$ cat config.mk
export PLATFORM = sky130hd
export DESIGN_NAME = ld3320_bus_arbiter
export DESIGN_NICKNAME = d
export VERILOG_FILES = /design/src/rtl/ld3320_bus_arbiter.sv
export SDC_FILE = /design/constraint.sdc
export NUM_CORES = 1
export LEC_CHECK = 0
export CAP_MARGIN = 15
export CORE_ASPECT_RATIO = 0.5
export CORE_MARGIN = 1
export CORE_UTILIZATION = 47
export CTS_CLUSTER_SIZE = 40
export DETAILED_ROUTE_END_ITERATION = 7
export GPL_ROUTABILITY_DRIVEN = 0
export HOLD_SLACK_MARGIN = 0.08
export PLACE_DENSITY = 0.81
export SLEW_MARGIN = 20
export SYNTH_ARGS = -nofsm -noshare
export SYNTH_HDL_FRONTEND = slang
export SYNTH_SLANG_ARGS = --single-unit
export TNS_END_PERCENT = 20
$ cat constraint.sdc
create_clock -name clk -period 1.96 [get_ports clk]
set_input_delay 0.294 -clock clk [delete_from_list [all_inputs] [get_ports clk]]
set_output_delay 0.294 -clock clk [all_outputs]
set_load 0.005 [all_outputs]
$ cat src/rtl/ld3320_bus_arbiter.sv
// Round-robin arbiter/sequencer for the LD3320 bus engine. One command is in flight at a time.
// Each access is followed by an idle gap, and a WAIT watchdog keeps a stuck engine from hanging a client.
module ld3320_bus_arbiter #(
  parameter int GAP_CYCLES     = 4,
  parameter int TIMEOUT_CYCLES = 32
) (
  input  logic       clk,
  input  logic       rst_n,
  input  logic       c0_req,
  input  logic       c0_wr,
  input  logic [7:0] c0_addr,
  input  logic [7:0] c0_wdata,
  output logic       c0_ack,
  output logic [7:0] c0_rdata,
  output logic       c0_err,
  input  logic       c1_req,
  input  logic       c1_wr,
  input  logic [7:0] c1_addr,
  input  logic [7:0] c1_wdata,
  output logic       c1_ack,
  output logic [7:0] c1_rdata,
  output logic       c1_err,
  output logic       eng_ena,
  output logic       eng_sel,
  output logic [7:0] eng_addr,
  output logic [7:0] eng_data,
  input  logic [7:0] eng_rdata,
  input  logic       eng_done,
  output logic       busy,
  output logic       grant_id
);

  typedef enum logic [1:0] {S_IDLE, S_ISSUE, S_WAIT, S_GAP} state_t;

  state_t     state;
  logic       last_grant;
  logic [7:0] tcnt;
  logic [7:0] gcnt;
  logic       pick;
  logic       finish;

  // Under contention the client that did not win last time goes next.
  assign pick   = (c0_req && c1_req) ? ~last_grant : c1_req;
  assign finish = eng_done || (tcnt == 8'(TIMEOUT_CYCLES - 1));

  always_ff @(posedge clk or negedge rst_n) begin
    if (!rst_n) begin
      state      <= S_IDLE;
      last_grant <= 1'b1;
      grant_id   <= 1'b0;
      tcnt       <= 8'd0;
      gcnt       <= 8'd0;
      c0_ack     <= 1'b0;
      c0_err     <= 1'b0;
      c0_rdata   <= 8'd0;
      c1_ack     <= 1'b0;
      c1_err     <= 1'b0;
      c1_rdata   <= 8'd0;
      eng_ena    <= 1'b0;
      eng_sel    <= 1'b0;
      eng_addr   <= 8'd0;
      eng_data   <= 8'd0;
      busy       <= 1'b0;
    end else begin
      c0_ack  <= 1'b0;
      c1_ack  <= 1'b0;
      eng_ena <= 1'b0;
      case (state)
        S_IDLE: begin
          if (c0_req || c1_req) begin
            last_grant <= pick;
            grant_id   <= pick;
            eng_sel    <= pick ? c1_wr    : c0_wr;
            eng_addr   <= pick ? c1_addr  : c0_addr;
            eng_data   <= pick ? c1_wdata : c0_wdata;
            eng_ena    <= 1'b1;
            busy       <= 1'b1;
            state      <= S_ISSUE;
          end
        end
        S_ISSUE: begin
          tcnt  <= 8'd0;
          state <= S_WAIT;
        end
        S_WAIT: begin
          if (finish) begin
            // A done arriving in the timeout cycle still counts as success.
            if (grant_id) begin
              c1_ack <= 1'b1;
              c1_err <= ~eng_done;
              if (eng_done && !eng_sel) c1_rdata <= eng_rdata;
            end else begin
              c0_ack <= 1'b1;
              c0_err <= ~eng_done;
              if (eng_done && !eng_sel) c0_rdata <= eng_rdata;
            end
            gcnt  <= 8'd0;
            state <= S_GAP;
          end else begin
            tcnt <= tcnt + 8'd1;
          end
        end
        S_GAP: begin
          if (gcnt == 8'(GAP_CYCLES - 1)) begin
            busy  <= 1'b0;
            state <= S_IDLE;
          end else begin
            gcnt <= gcnt + 8'd1;
          end
        end
        default: begin
          state      <= S_IDLE;
          last_grant <= 1'b1;
          grant_id   <= 1'b0;
          tcnt       <= 8'd0;
          gcnt       <= 8'd0;
          c0_err     <= 1'b0;
          c0_rdata   <= 8'd0;
          c1_err     <= 1'b0;
          c1_rdata   <= 8'd0;
          eng_sel    <= 1'b0;
          eng_addr   <= 8'd0;
          eng_data   <= 8'd0;
          busy       <= 1'b0;
        end
      endcase
    end
  end

endmodule

==> results.yml <==
worst_setup_path:
  reg2reg_slack_ns: 0.11
  reg2reg_to: "gcnt[7]"
  r2r_cells: 5
  critPathSlowestCell: "dfrtp_1"
  crit_arrival_ns: 2.05
  max_stage_delay_ns: 0.39
  crit_buf_inv: 0
  crit_type: "flip-flop to flip-flop"
  path_delay_family: "compound AO/OA/AOI/OAI gates"
  r2r-start: "gcnt[0]"
  worstSetupStartpoint: "gcnt[0]"
  crit_chain: "ha_1, nor4b_2, a31o_2, nand2b_2, a221o_1"
  end_kind: "flip-flop"
  critical_path_peak_fanout: 7
  cp.required_ns: 2.16
  start_kind: "flip-flop"
synthesis:
  ys_types: 55
  netlist_area_sq_um: 2803
  synth_seq_area_share: 0.5272
  synthCells: 242
  yosys_warnings: 0
  syn-num-nets: 296
  syn_area_per_cell_sq_um: 11.58
  synth_ff_type: "dfrtp_1"
  synth-edff-count: 0
  synth-seq-cells: 59
  async_flop_share: 1.000
routing:
  drt-initial-drc-count: 78
  wl_per_cell_um: 15.46
  dr_wl_met2_mm: 3.283
  drt_pass1_iterations: 4
  drc: 0
  routed_wirelength_mm: 6.463
  wl_met1_mm: 2.761
  ant_nets: 0
  highest_layer: "met4"
  num_vias: 2230
  viasPerCell: 5.335
  wl_met3_um: 314
timing:
  hold-worst-slack_ns: 0.4180
  finalMaxSlewViolations: 0
  rsz0062_at_grt: "false"
  max_slew_margin: 0.7311
  worst_pin_slew_ns: 0.4025
  skew_ns: 0.004369
  finalCritPeriodShare: 0.9441
  max_freq_mhz: 540.4
  hold_viol: 0
  setup_viol: 0
  min_period_ns: 1.850
global_route:
  gr-usage-all-layers: 0.2245
  grt_pass1_vias: 2328
  grt_pass1_wl_mm: 10.83
  grt_remaining_overflow: 0
  antenna_found_initial: 0
  grt_max_degree: 35
clocking:
  clk_latency_ns: 0.33
  cts_root_buffer: "clkbuf_16"
  cts_buffers: 9
  cts_tree: "built"
  clk_pin_slew_ns: 0.05
  cts.htree.levels: 3
  post-cts-setup-buffers: 0
  clk_path_buf_depth: 2
  clock-sinks: 59
floorplanning:
  fp.dieW_um: 111.2
  row_count: 19
  core_sq_um: 5610
  fp.dieH_um: 56.61
  start_util: 0.4996
  pin_count: 87
  die_area_sq_um: 6295
final_layout:
  final_area_sq_um: 4124
  diodes: 0
  final_nets: 394
  layout-drive-gt1-share: 0.1884
  fillCellCount: 393
  area_delta_synth_final_pct: 47.14
  final_util: 0.7351
pwr:
  vdd_ir_drop_max_mv: 0.9317
  p_per_area_nw_per_um2: 1442
  p_leak_nw: 1.791
run:
  maxCapViolCount: 0
placed_design:
  placed_area_sq_um: 3805
  hpwl_mm: 4.624
  numPortBuffers: 86
outcome:
  outcome: "complete, no violations"
worst_hold_path:
  worst_hold_path_type: "input pin to asynchronous set/reset pin"
-- cell type report --
cell class / instances / area [sq um] / area share
clock inverters: 6 / 65.06 / 0.01578
clock buffers: 10 / 239.0 / 0.05795
repair buffers: 97 / 978.4 / 0.2373
multi-input cells: 170 / 1261 / 0.3058
inverters: 3 / 11.26 / 0.002731
flip-flops and latches: 59 / 1478 / 0.3583
well taps: 73 / 91.34 / 0.02215
-- per-stage QoR --
stage | setup WS [ns] | std cells | TNS [ns] | power (W)
after floorplan | 0.2207 | 242 | 0 | 0.003107
after global placement | 0.07080 | 401 | 0 | 0.004273
after detailed placement | -0.01423 | 401 | -0.01423 | 0.004374
after CTS | 0.01964 | 418 | 0 | 0.005997
after global routing | 0.02893 | 418 | 0 | 0.006321
final | 0.1097 | 418 | 0 | 0.005949
-- cells in the mapped netlist (3+ instances only) --
cell type  count  share of area
a21oi_1        4         0.0071
nand2b_1       3         0.0067
nand3_1       10          0.018
o21a_1         3         0.0080
mux2i_1       19          0.068
nand2_1       27          0.036
and3_1         4         0.0089
nor2_1         5         0.0067
buf_6          3          0.012
o21ai_0       26          0.046
mux2_2        19          0.076
clkbuf_1       5         0.0067
dfrtp_1       58           0.52
ha_1           7          0.031
inv_1          3         0.0040
-- placed cells by master (no fill, tap or decap), types with 4 or more instances in the layout --
| master | n |
|---|---|
| a21oi_1 | 4 |
| and3_1 | 4 |
| buf_4 | 7 |
| clkbuf_16 | 9 |
| clkdlybuf4s50_1 | 85 |
| dfrtp_1 | 58 |
| ha_1 | 6 |
| mux2_2 | 19 |
| mux2i_1 | 19 |
| nand2_1 | 27 |
| nand3_1 | 10 |
| nor2_1 | 5 |
| o21ai_0 | 26 |
-- worst max-delay path by stage --
stage	cells after the start	slack (ns)	endpoint
2_1_floorplan	7	0.22	tcnt[5]
3_3_place_gp	5	0.07	gcnt[7]
3_5_place_dp	5	-0.01	gcnt[4]
4_1_cts	6	0.02	gcnt[7]
5_1_grt	6	0.03	gcnt[7]
6_report	5	0.11	gcnt[7]
-- report_power, final --
group          internal [W]  switching, W  leakage [nW]
registers           0.00172      0.000337         0.746
clock network       0.00102      0.000552         0.148
logic               0.00139      0.000933         0.897
-- worst reg2reg max path: cells and delay by family (launching register included) --
family,cells,cell delay [ns]
fa+ha+maj,1,0.26
flops,1,0.39
compound gates,2,0.65
simple gates,2,0.42
-- kinds of logic after synthesis --
logic type      share of synthesized area
xor+xnor                         0.006251
flops                              0.5272
mux                                0.1442
compound gates                     0.1152
fa+ha+maj                         0.03125
simple gates                       0.1487
buf+inv                           0.02723
-- routing by layer --
layer	vias up	global-route usage
met4	0	0.06178
met2	51	0.3946
li1	1072	-
met3	13	0.08747
met1	1094	0.2581
met5	-	0
-- what timing repair did --
action | CTS | global route
setup endpoints to repair | 1 | 4
pin swaps | 0 | 0
gates resized for setup | 1 | 2
endpoints found under the hold margin | 7 | 0
hold buffers | 1 | 0
-- state kept, by name (all words and copies together), names as in the netlist, 2 cells and up --
name	flops
c0_rdata	8
c1_rdata	8
eng_addr	8
eng_data	8
gcnt	8
tcnt	8
state	2
Power figures use the tool's default switching activity.
